File: src/rtl/slc3_pkg.sv
// Shared types and encodings for the SLC-3 instruction sequencing unit.
package slc3_pkg;

    typedef enum logic [4:0] {
        HALTED, S18, S33, S35, S32,
        S01, S05, S09, S00, S22, S12,
        S04, S21, S20, S06, S07,
        S25, S27, S23, S16, PAUSE1, PAUSE2
    } state_t;

    localparam logic [3:0] OP_ADD   = 4'b0001;
    localparam logic [3:0] OP_AND   = 4'b0101;
    localparam logic [3:0] OP_NOT   = 4'b1001;
    localparam logic [3:0] OP_BR    = 4'b0000;
    localparam logic [3:0] OP_JMP   = 4'b1100;
    localparam logic [3:0] OP_JSR   = 4'b0100;
    localparam logic [3:0] OP_LDR   = 4'b0110;
    localparam logic [3:0] OP_STR   = 4'b0111;
    localparam logic [3:0] OP_PAUSE = 4'b1101;

    localparam logic [1:0] ALUK_ADD  = 2'b00;
    localparam logic [1:0] ALUK_AND  = 2'b01;
    localparam logic [1:0] ALUK_NOT  = 2'b10;
    localparam logic [1:0] ALUK_PASS = 2'b11;

    localparam logic [1:0] PCMUX_INC   = 2'b00;
    localparam logic [1:0] PCMUX_BUS   = 2'b01;
    localparam logic [1:0] PCMUX_ADDER = 2'b10;

    localparam logic [1:0] ADDR2_ZERO   = 2'b00;
    localparam logic [1:0] ADDR2_SEXT6  = 2'b01;
    localparam logic [1:0] ADDR2_SEXT9  = 2'b10;
    localparam logic [1:0] ADDR2_SEXT11 = 2'b11;

    // States that hold an SRAM access for MEM_WAIT cycles.
    function automatic logic is_mem_state(state_t s);
        return (s == S33) || (s == S25) || (s == S16);
    endfunction

endpackage

File: src/rtl/slc3_control_if.sv
// Control bundle between the ISDU (master) and the SLC-3 datapath/SRAM (slave).
interface slc3_control_if;
    logic       Run, Continue, IR_5, IR_11, BEN;
    logic [3:0] Opcode;
    logic       LD_MAR, LD_MDR, LD_IR, LD_BEN, LD_CC, LD_REG, LD_PC, LD_LED;
    logic       GatePC, GateMDR, GateALU, GateMARMUX;
    logic [1:0] PCMUX, ADDR2MUX, ALUK;
    logic       DR, SR1MUX, ADDR1MUX, MIO_EN;
    logic       Mem_CE_N, Mem_OE_N, Mem_WE_N;

    modport master (
        input  Run, Continue, Opcode, IR_5, IR_11, BEN,
        output LD_MAR, LD_MDR, LD_IR, LD_BEN, LD_CC, LD_REG, LD_PC, LD_LED,
               GatePC, GateMDR, GateALU, GateMARMUX,
               PCMUX, DR, SR1MUX, ADDR1MUX, ADDR2MUX, ALUK, MIO_EN,
               Mem_CE_N, Mem_OE_N, Mem_WE_N
    );

    modport slave (
        output Run, Continue, Opcode, IR_5, IR_11, BEN,
        input  LD_MAR, LD_MDR, LD_IR, LD_BEN, LD_CC, LD_REG, LD_PC, LD_LED,
               GatePC, GateMDR, GateALU, GateMARMUX,
               PCMUX, DR, SR1MUX, ADDR1MUX, ADDR2MUX, ALUK, MIO_EN,
               Mem_CE_N, Mem_OE_N, Mem_WE_N
    );
endinterface

File: src/rtl/mem_wait_timer.sv
// Wait-state counter for SRAM access states; done_o marks the final cycle.
module mem_wait_timer #(
    parameter int unsigned MEM_WAIT = 3
) (
    input  logic clk,
    input  logic rst,
    input  logic clr_i,
    input  logic en_i,
    output logic done_o
);
    localparam logic [2:0] LAST = 3'(MEM_WAIT - 1);

    logic [2:0] cnt_q, cnt_d;

    assign done_o = en_i && (cnt_q == LAST);

    // Wrapping to zero on done keeps back-to-back entries aligned.
    always_comb begin
        cnt_d = cnt_q;
        if (clr_i || done_o) cnt_d = '0;
        else if (en_i)       cnt_d = cnt_q + 3'd1;
    end

    always_ff @(posedge clk or posedge rst) begin
        if (rst) cnt_q <= '0;
        else     cnt_q <= cnt_d;
    end
endmodule

File: src/rtl/slc3_control.sv
// SLC-3 ISDU: Moore FSM driving datapath loads, gates, mux selects and SRAM strobes.
module slc3_control
    import slc3_pkg::*;
#(
    parameter int unsigned MEM_WAIT = 3
) (
    input  logic          clk,
    input  logic          reset,
    slc3_control_if.master bus
);
    state_t state_q, state_d;
    logic   mem_done;
    logic   in_mem;

    assign in_mem = is_mem_state(state_q);

    mem_wait_timer #(.MEM_WAIT(MEM_WAIT)) u_timer (
        .clk   (clk),
        .rst   (reset),
        .clr_i (!in_mem),
        .en_i  (in_mem),
        .done_o(mem_done)
    );

    always_comb begin
        state_d = state_q;
        case (state_q)
            HALTED: if (bus.Run) state_d = S18;
            S18:    state_d = S33;
            S33:    if (mem_done) state_d = S35;
            S35:    state_d = S32;
            S32: begin
                case (bus.Opcode)
                    OP_ADD:   state_d = S01;
                    OP_AND:   state_d = S05;
                    OP_NOT:   state_d = S09;
                    OP_BR:    state_d = S00;
                    OP_JMP:   state_d = S12;
                    OP_JSR:   state_d = S04;
                    OP_LDR:   state_d = S06;
                    OP_STR:   state_d = S07;
                    OP_PAUSE: state_d = PAUSE1;
                    default:  state_d = S18;
                endcase
            end
            S00:    state_d = bus.BEN ? S22 : S18;
            S04:    state_d = bus.IR_11 ? S21 : S20;
            S06:    state_d = S25;
            S07:    state_d = S23;
            S25:    if (mem_done) state_d = S27;
            S23:    state_d = S16;
            S16:    if (mem_done) state_d = S18;
            PAUSE1: if (bus.Continue) state_d = PAUSE2;
            PAUSE2: if (!bus.Continue) state_d = S18;
            S01, S05, S09, S22, S12, S21, S20, S27: state_d = S18;
            default: state_d = HALTED;
        endcase
    end

    always_ff @(posedge clk or posedge reset) begin
        if (reset) state_q <= HALTED;
        else       state_q <= state_d;
    end

    // Decoded from the async-reset state so strobes drop with reset, not a clock edge.
    always_comb begin
        bus.LD_MAR = 1'b0; bus.LD_MDR = 1'b0; bus.LD_IR  = 1'b0; bus.LD_BEN = 1'b0;
        bus.LD_CC  = 1'b0; bus.LD_REG = 1'b0; bus.LD_PC  = 1'b0; bus.LD_LED = 1'b0;
        bus.GatePC = 1'b0; bus.GateMDR = 1'b0; bus.GateALU = 1'b0; bus.GateMARMUX = 1'b0;
        bus.PCMUX  = PCMUX_INC; bus.ADDR2MUX = ADDR2_ZERO; bus.ALUK = ALUK_ADD;
        bus.DR = 1'b0; bus.SR1MUX = 1'b0; bus.ADDR1MUX = 1'b0; bus.MIO_EN = 1'b0;
        bus.Mem_CE_N = 1'b1; bus.Mem_OE_N = 1'b1; bus.Mem_WE_N = 1'b1;
        case (state_q)
            S18: begin
                bus.GatePC = 1'b1; bus.LD_MAR = 1'b1; bus.PCMUX = PCMUX_INC; bus.LD_PC = 1'b1;
            end
            S33, S25: begin
                bus.Mem_CE_N = 1'b0; bus.Mem_OE_N = 1'b0; bus.LD_MDR = mem_done;
            end
            S35: begin
                bus.GateMDR = 1'b1; bus.LD_IR = 1'b1;
            end
            S32: bus.LD_BEN = 1'b1;
            S01, S05, S09: begin
                bus.SR1MUX = 1'b1; bus.DR = 1'b1; bus.GateALU = 1'b1;
                bus.LD_REG = 1'b1; bus.LD_CC = 1'b1;
                bus.ALUK = (state_q == S01) ? ALUK_ADD :
                           (state_q == S05) ? ALUK_AND : ALUK_NOT;
            end
            S22: begin
                bus.ADDR1MUX = 1'b1; bus.ADDR2MUX = ADDR2_SEXT9;
                bus.PCMUX = PCMUX_ADDER; bus.LD_PC = 1'b1;
            end
            S12, S20: begin
                bus.SR1MUX = 1'b1; bus.ADDR1MUX = 1'b0; bus.ADDR2MUX = ADDR2_ZERO;
                bus.PCMUX = PCMUX_ADDER; bus.LD_PC = 1'b1;
            end
            S04: begin
                bus.GatePC = 1'b1; bus.DR = 1'b0; bus.LD_REG = 1'b1;
            end
            S21: begin
                bus.ADDR1MUX = 1'b1; bus.ADDR2MUX = ADDR2_SEXT11;
                bus.PCMUX = PCMUX_ADDER; bus.LD_PC = 1'b1;
            end
            S06, S07: begin
                bus.SR1MUX = 1'b1; bus.ADDR1MUX = 1'b0; bus.ADDR2MUX = ADDR2_SEXT6;
                bus.GateMARMUX = 1'b1; bus.LD_MAR = 1'b1;
            end
            S27: begin
                bus.GateMDR = 1'b1; bus.DR = 1'b1; bus.LD_REG = 1'b1; bus.LD_CC = 1'b1;
            end
            S23: begin
                bus.SR1MUX = 1'b0; bus.ALUK = ALUK_PASS; bus.GateALU = 1'b1;
                bus.MIO_EN = 1'b1; bus.LD_MDR = 1'b1;
            end
            S16: begin
                bus.Mem_CE_N = 1'b0; bus.Mem_WE_N = 1'b0; bus.Mem_OE_N = 1'b1;
            end
            PAUSE1: bus.LD_LED = 1'b1;
            default: ;
        endcase
    end
endmodule

File: src/flat_wrapper.sv
// flat-port wrapper written by rule: the top's interface ports become plain ports
module slc3_control_flat import slc3_pkg::*;
#(
    parameter int unsigned MEM_WAIT = 3
)
  (clk, reset, bus_Run, bus_Continue, bus_Opcode, bus_IR_5, bus_IR_11, bus_BEN, bus_LD_MAR, bus_LD_MDR, bus_LD_IR, bus_LD_BEN, bus_LD_CC, bus_LD_REG, bus_LD_PC, bus_LD_LED, bus_GatePC, bus_GateMDR, bus_GateALU, bus_GateMARMUX, bus_PCMUX, bus_DR, bus_SR1MUX, bus_ADDR1MUX, bus_ADDR2MUX, bus_ALUK, bus_MIO_EN, bus_Mem_CE_N, bus_Mem_OE_N, bus_Mem_WE_N);
  slc3_control_if bus_i ();
  input  logic clk;
  input  logic reset;
  input wire logic [$bits(bus_i.Run)-1:0] bus_Run;
  input wire logic [$bits(bus_i.Continue)-1:0] bus_Continue;
  input wire logic [$bits(bus_i.Opcode)-1:0] bus_Opcode;
  input wire logic [$bits(bus_i.IR_5)-1:0] bus_IR_5;
  input wire logic [$bits(bus_i.IR_11)-1:0] bus_IR_11;
  input wire logic [$bits(bus_i.BEN)-1:0] bus_BEN;
  output wire logic [$bits(bus_i.LD_MAR)-1:0] bus_LD_MAR;
  output wire logic [$bits(bus_i.LD_MDR)-1:0] bus_LD_MDR;
  output wire logic [$bits(bus_i.LD_IR)-1:0] bus_LD_IR;
  output wire logic [$bits(bus_i.LD_BEN)-1:0] bus_LD_BEN;
  output wire logic [$bits(bus_i.LD_CC)-1:0] bus_LD_CC;
  output wire logic [$bits(bus_i.LD_REG)-1:0] bus_LD_REG;
  output wire logic [$bits(bus_i.LD_PC)-1:0] bus_LD_PC;
  output wire logic [$bits(bus_i.LD_LED)-1:0] bus_LD_LED;
  output wire logic [$bits(bus_i.GatePC)-1:0] bus_GatePC;
  output wire logic [$bits(bus_i.GateMDR)-1:0] bus_GateMDR;
  output wire logic [$bits(bus_i.GateALU)-1:0] bus_GateALU;
  output wire logic [$bits(bus_i.GateMARMUX)-1:0] bus_GateMARMUX;
  output wire logic [$bits(bus_i.PCMUX)-1:0] bus_PCMUX;
  output wire logic [$bits(bus_i.DR)-1:0] bus_DR;
  output wire logic [$bits(bus_i.SR1MUX)-1:0] bus_SR1MUX;
  output wire logic [$bits(bus_i.ADDR1MUX)-1:0] bus_ADDR1MUX;
  output wire logic [$bits(bus_i.ADDR2MUX)-1:0] bus_ADDR2MUX;
  output wire logic [$bits(bus_i.ALUK)-1:0] bus_ALUK;
  output wire logic [$bits(bus_i.MIO_EN)-1:0] bus_MIO_EN;
  output wire logic [$bits(bus_i.Mem_CE_N)-1:0] bus_Mem_CE_N;
  output wire logic [$bits(bus_i.Mem_OE_N)-1:0] bus_Mem_OE_N;
  output wire logic [$bits(bus_i.Mem_WE_N)-1:0] bus_Mem_WE_N;
  assign bus_i.Run = bus_Run;
  assign bus_i.Continue = bus_Continue;
  assign bus_i.Opcode = bus_Opcode;
  assign bus_i.IR_5 = bus_IR_5;
  assign bus_i.IR_11 = bus_IR_11;
  assign bus_i.BEN = bus_BEN;
  assign bus_LD_MAR = bus_i.LD_MAR;
  assign bus_LD_MDR = bus_i.LD_MDR;
  assign bus_LD_IR = bus_i.LD_IR;
  assign bus_LD_BEN = bus_i.LD_BEN;
  assign bus_LD_CC = bus_i.LD_CC;
  assign bus_LD_REG = bus_i.LD_REG;
  assign bus_LD_PC = bus_i.LD_PC;
  assign bus_LD_LED = bus_i.LD_LED;
  assign bus_GatePC = bus_i.GatePC;
  assign bus_GateMDR = bus_i.GateMDR;
  assign bus_GateALU = bus_i.GateALU;
  assign bus_GateMARMUX = bus_i.GateMARMUX;
  assign bus_PCMUX = bus_i.PCMUX;
  assign bus_DR = bus_i.DR;
  assign bus_SR1MUX = bus_i.SR1MUX;
  assign bus_ADDR1MUX = bus_i.ADDR1MUX;
  assign bus_ADDR2MUX = bus_i.ADDR2MUX;
  assign bus_ALUK = bus_i.ALUK;
  assign bus_MIO_EN = bus_i.MIO_EN;
  assign bus_Mem_CE_N = bus_i.Mem_CE_N;
  assign bus_Mem_OE_N = bus_i.Mem_OE_N;
  assign bus_Mem_WE_N = bus_i.Mem_WE_N;
  slc3_control #(.MEM_WAIT(MEM_WAIT)) u_core (.clk(clk), .reset(reset), .bus(bus_i));
endmodule
File: config.mk
export PLATFORM = sky130hd
export DESIGN_NAME = slc3_control_flat
export DESIGN_NICKNAME = d
export VERILOG_FILES = /design/src/rtl/slc3_pkg.sv /design/src/rtl/slc3_control_if.sv /design/src/rtl/mem_wait_timer.sv /design/src/rtl/slc3_control.sv /design/src/flat_wrapper.sv
export SDC_FILE = /design/constraint.sdc
export NUM_CORES = 1
export LEC_CHECK = 0
export ABC_AREA = 0
export BUFFER_PORTS_ARGS = -buffer_cell sky130_fd_sc_hd__buf_2
export CORE_UTILIZATION = 44
export DETAILED_ROUTE_END_ITERATION = 10
export PLACE_DENSITY_LB_ADDON = 0.25
export SLEW_MARGIN = 20
export SYNTH_ARGS = -nofsm -noshare
export SYNTH_HDL_FRONTEND = slang
export SYNTH_SLANG_ARGS = --single-unit
File: constraint.sdc
create_clock -name clk -period 1.6 [get_ports clk]
set_input_delay 0.16 -clock clk [delete_from_list [all_inputs] [get_ports clk]]
set_output_delay 0.16 -clock clk [all_outputs]
set_load 0.01 [all_outputs]
After elaboration in Yosys (flattened, before gate mapping)
Memories as Yosys holds them, arrays and structs flattened.
Cells that the tools add are included.
- bits in writable memories: 0
- output and inout bits: 25
- bits in latches: 0
- input port bits: 11
- flip-flop bits (word level): 8
- logic and storage cells: 89
- memories: 1
- bits in read-only memories: 80
- memory list (memory ; depth ; width ; read ports ; clocked after memory_dff ; wr ports ; RTL line ; text):
    (name not given) ; 16 ; 5 ; 1 ; 0 ; 0 ; slc3_control.sv:33 ; case (bus.Opcode)
- magnitude comparators: 0
- reductions and logical operators: 23
- shifts and indexed selects: 0
- multipliers: 0
- multiplexer cells: 34
- bitwise logic cells: 0
- div/mod/pow operators: 0
- $add $sub $neg: 1
- equal/unequal tests: 28
- operators with widths (cell ; count):
    5-bit case mux with 15 select lines ; 1
    5-bit by 4-bit == test with 1-bit output, second input constant ; 8
    5-bit == test, second input constant ; 6
    5-bit 2-to-1 mux ; 6
    5-bit by 3-bit == test with 1-bit output, second input constant ; 4
    1-bit 2-to-1 mux ; 18
    4-bit OR reduction ; 3
    5-bit by 2-bit == test with 1-bit output, second input constant ; 2
    2-bit OR reduction ; 5
    5-bit OR reduction ; 2
    3-bit OR reduction ; 3
    8-bit OR reduction ; 1
    7-bit OR reduction ; 1
    2-bit 2-to-1 mux ; 3
    3-bit 2-to-1 mux ; 2
    2-bit by 1-bit inequality test with 1-bit output, second input constant ; 3
    2-bit inequality test, second input constant ; 3
    2-bit case mux with 3 select lines ; 1
    6-bit AND reduction ; 1
    5-bit by 1-bit == test with 1-bit output, second input constant ; 1
    5-bit zero test ; 1
    4-bit 2-to-1 mux ; 1
    2-bit case mux with 2 select lines ; 1
    3-bit by 1-bit adder with 3-bit output, second input constant ; 1
    other kinds (6) ; 8

Logic depth before layout (Yosys ltp)
- depth after elaboration: 6
- mapped depth: 7
- gate-level depth less buffers: 6

Modules after synthesis
From an unflattened synthesis, not the netlist that was laid out.
- cells, all modules: 156
- area, all modules: 1132.3 um2
- by module, submodules not included (module ; area each (um2) ; cells each ; times used ; sequential area each (um2)):
    slc3_control ; 957.2 ; 136 ; 1 ; 125.1
    mem_wait_timer ; 175.2 ; 20 ; 1 ; 75.1

Worst setup path after synthesis
OpenSTA, ideal clock, no wires.
- path kind: register -> output
- start: reg u_core.state_q[1]
- end: out bus_GatePC
- buffers on the path: 3
- path slack: -67 ps
- cell stages (with the launch flop): 5
- required time: 1440 ps
- arrival time: 1507 ps
- cells stage by stage: dfrtp_1 > buf_2 > clkbuf_1 > buf_2 > a2111oi_0
- longest elaborated chain between the ends: 3
- elaborated cells between the ends (all ways): 4
- classes of those cells: 2 x eq/ne; 1 x mux; 1 x reduce/logical
- ends and longest elaborated chain (element ; RTL line ; text):
    start: declaration ; slc3_control.sv:11 ; state_t state_q, state_d;
    start signal: assignment ; slc3_control.sv:62 ; else state_q <= state_d;
    5-bit by 1-bit == test with 1-bit output / 5-bit by 4-bit == test with 1-bit output (equally long branches) ; slc3_control.sv:73 ; case (state_q)
    2-bit OR reduction (no source line) * ; - ;
    1-bit 2-to-1 mux * ; slc3_control.sv:73 ;
    end: declaration ; flat_wrapper.sv:24 ; output wire logic [$bits(bus_i.GatePC)-1:0] bus_GatePC;
Mark *: on every way between the ends. The rest lies on a longest branch, timed or not.

Final worst setup path
- start: reg u_core.state_q[3]
- end: out bus_LD_REG
- longest elaborated chain between the ends: 3
- elaborated cells between the ends (all ways): 7
- classes of those cells: 5 x eq/ne; 1 x mux; 1 x reduce/logical
- ends and longest elaborated chain (element ; RTL line ; text):
    5-bit by 4-bit == test with 1-bit output (tied with other cells) ; slc3_control.sv:73 ;
    5-bit OR reduction (no source line) * ; - ;
    1-bit 2-to-1 mux * ; slc3_control.sv:73 ;
    end: declaration ; flat_wrapper.sv:21 ; output wire logic [$bits(bus_i.LD_REG)-1:0] bus_LD_REG;
Marked as above.

==> results.json <==
{
  "synth_warnings": 0,
  "drc": 0,
  "cp-end-kind": "output pin",
  "die_x_um": 49.46,
  "yosys_register_bits": 8,
  "port-buffer-count": 33,
  "comb_power_share_pct": 81.9,
  "drv_slew": 0,
  "vias": 1349,
  "drv_cap": 0,
  "avgRoutedWirePerCell_um": 16.67,
  "cell_internal_pwr_mw": 1.723,
  "core_sq_mm": 0.002042,
  "viasPerCell": 5.692,
  "synth.largest_area_cell": "dfrtp_1",
  "dp.cells": 210,
  "ys_seq_area_share_pct": 20.20,
  "p_sw_mw": 1.467,
  "synth_fp_nets": 156,
  "htree_levels": 1,
  "cts_buffers": 3,
  "clk_pin_slew_ns": 0.05,
  "synth-edff-count": 0,
  "r2r-start": "u_core.state_q[3]",
  "cp.required_ns": 1.44,
  "dp_hpwl_um": 2116,
  "grt_setup_unrepaired": "true",
  "r2r_cells": 6,
  "hold_class": "in -> reg",
  "finalNonFillerCells": 237,
  "grt_util_all_layers_pct": 24.84,
  "antenna_found_initial": 0,
  "place_congestion": 0.8504,
  "status": "finished, violations left",
  "holdCritStartpoint": "bus_Opcode[1]",
  "vdd_ir_drop_max_uv": 1791,
  "start_util_pct": 48.53,
  "drtPass1Iterations": 4,
  "first_global_vias": 1131,
  "grt_max_degree": 16,
  "grt_pass1_wl_um": 4733,
  "yosysTopAreaCellShare_pct": 20.20,
  "period_minus_slack_ns": 1.816,
  "violations": "setup timing",
  "r2r-end": "u_core.state_q[1]",
  "synthTopCellsByArea": "dfrtp_1 20%, nor2_1 7.2%, ha_1 6.3%",
  "avgSynthCellArea_sq_um": 7.078,
  "async_flop_share_pct": 100.0,
  "swShare_pct": 45.98,
  "finish.utilization_pct": 86.70,
  "n_antenna_cell": 0,
  "clkPwrFrac_pct": 5.0,
  "grt-busiest-layer": "met2",
  "synth_most_common_cell": "nor2_1",
  "met2_usage_pct": 47.72,
  "power_frac_seq_pct": 13.1,
  "cts_tree": "done",
  "grt_overflow": 0,
  "synthesis.area_sq_um": 991.0,
  "root_buffer": "clkbuf_4",
  "use_met3_pct": 5.247,
  "finalSetupViolCount": 15,
  "min_path_cells": 4,
  "rows": 16,
  "hold_viol": 0,
  "ys_top_cells_by_count": "19 x nor2_1, 13 x nand2_1, 10 x nor3_1",
  "fin_crit_sh_pct": 113.5,
  "met1_usage_pct": 27.65,
  "synth_cells": 140,
  "num_io_pins": 36,
  "drive_above_1_share_pct": 59.52,
  "die-area_sq_mm": 0.002446,
  "p_leak_nw": 0.8675,
  "drt_wl_total_um": 3951,
  "ff2ff_setup_slack_ns": -0.07,
  "cts_sinks": 8,
  "pwr_density_cell_mw_per_mm2": 1802,
  "cp-start-kind": "flip-flop",
  "max_freq_ghz": 0.5507,
  "skew_ns": 0.01036,
  "dieHeight_um": 49.46,
  "cts.path.max_buffers": 2,
  "insertion_delay_ns": 0.26,
  "crit_arrival_ns": 1.66,
  "synthFlopType": "dfrtp_1",
  "syn_to_final_growth_pct": 78.66,
  "fin_nets": 228,
  "critPathKind": "reg -> out",
  "worstHoldEndpoint": "u_core.state_q[3]",
  "drt_iter0_markers": 68,
  "synth_cell_type_count": 46,
  "layout_setup_ws_ns": -0.2160,
  "worstPathMaxFanout": 6,
  "ant_nets": 0
}
==> through the flow <==
step | hold slack [ns] | setup slack (ns) | instance area, sq um | setup TNS [ns] | power [mW]
after floorplan | -0.02434 | 0.05619 | 997.2 | 0 | 1.401
after global placement | 0.1049 | 0.04615 | 1313 | 0 | 2.034
after detailed placement | 0.1109 | 0.007648 | 1313 | 0 | 2.082
after CTS | 0.2802 | -0.1013 | 1464 | -0.2064 | 2.433
after global routing | 0.3082 | -0.2645 | 1770 | -2.108 | 3.353
final | 0.2853 | -0.2160 | 1770 | -0.9215 | 3.190
==> repair_timing <==
| action | 4_1_cts | 5_1_grt |
|---|---|---|
| setup buffers | 9 | 13 |
| hold endpoints to repair | 8 | 0 |
| hold buffers | 1 | 0 |
| cloned | 0 | 1 |
| pin swaps | 1 | 8 |
| gates resized for setup | 20 | 47 |
| endpoints found under the setup margin | 21 | 20 |
==> critical path, stage by stage (launching register included) <==
cell and delay [ns]:
dfrtp_2 0.45, buf_4 0.17, nor2b_4 0.16, buf_6 0.11
o21ai_1 0.08, a21oi_1 0.19, a21o_1 0.12, buf_2 0.12
==> state kept, by name, indices dropped and copies added, names as in the netlist <==
signal                flops
u_core.state_q            5
u_core.u_timer.cnt_q      3
==> power by group through the flow <==
stage / Sequential, mW / Clock, mW / Combinational, mW
3_5_place_dp: 0.394 / 0 / 1.69
4_1_cts: 0.384 / 0.154 / 1.89
3_3_place_gp: 0.387 / 0 / 1.65
2_1_floorplan: 0.300 / 0 / 1.10
5_1_grt: 0.428 / 0.178 / 2.75
6_report: 0.418 / 0.158 / 2.61
==> cells in the final DEF, fill, tap and decap left out, types with 3 or more instances in the layout <==
cell and count:
a22oi_1 3, and3_1 5, nor2_4 5, ha_1 5
a21oi_1 6, xnor2_1 3, dfrtp_1 3, nor3_1 5
nor2_2 4, clkbuf_4 3, nor3_2 4, dfrtp_2 5
nand2_2 4, buf_4 30, buf_6 15, mux2_2 3
buf_2 32, o21ai_1 5, inv_1 5, nand3_2 3
nor2_1 11, nand2_1 9
==> per-layer routing <==
layer  up-vias  share of wire [%]
met2        84                 50
met3        16                6.8
li1        624                  -
met5         -                  0
met1       625                 40
met4         0                3.2
==> worst max path at each step <==
| stage | startpoint | endpoint | slack, ns | cells after the start |
|---|---|---|---|---|
| 4_1_cts | u_core.state_q[3] | bus_Mem_WE_N | -0.10 | 4 |
| 3_5_place_dp | u_core.state_q[3] | u_core.state_q[1] | 0.008 | 5 |
| 5_1_grt | u_core.state_q[3] | bus_LD_REG | -0.26 | 7 |
| 2_1_floorplan | u_core.state_q[2] | u_core.state_q[1] | 0.06 | 6 |
| 6_report | u_core.state_q[3] | bus_LD_REG | -0.22 | 7 |
| 3_3_place_gp | u_core.state_q[1] | u_core.state_q[1] | 0.05 | 5 |
==> area by class of cell <==
cell class / count / area, sq um
multi-input cells: 111 / 870.8
repair buffers: 80 / 604.3
fillers: 117 / 271.5
flip-flops and latches: 8 / 206.4
well taps: 27 / 33.78
inverters: 8 / 32.53
clock buffers: 3 / 22.52
==> kinds of logic after synthesis <==
family / Yosys count / share of synthesized area, %
multiplexers: 4 / 4.419
other: 1 / 0.3784
XOR/XNOR: 6 / 5.303
AO/OA/AOI/OAI: 31 / 21.84
flip-flops: 8 / 20.20
AND/OR/NAND/NOR: 64 / 31.57
buffers and inverters: 21 / 9.973
adder cells (fa/ha/maj): 5 / 6.313
(Power assumes the default switching activity.)
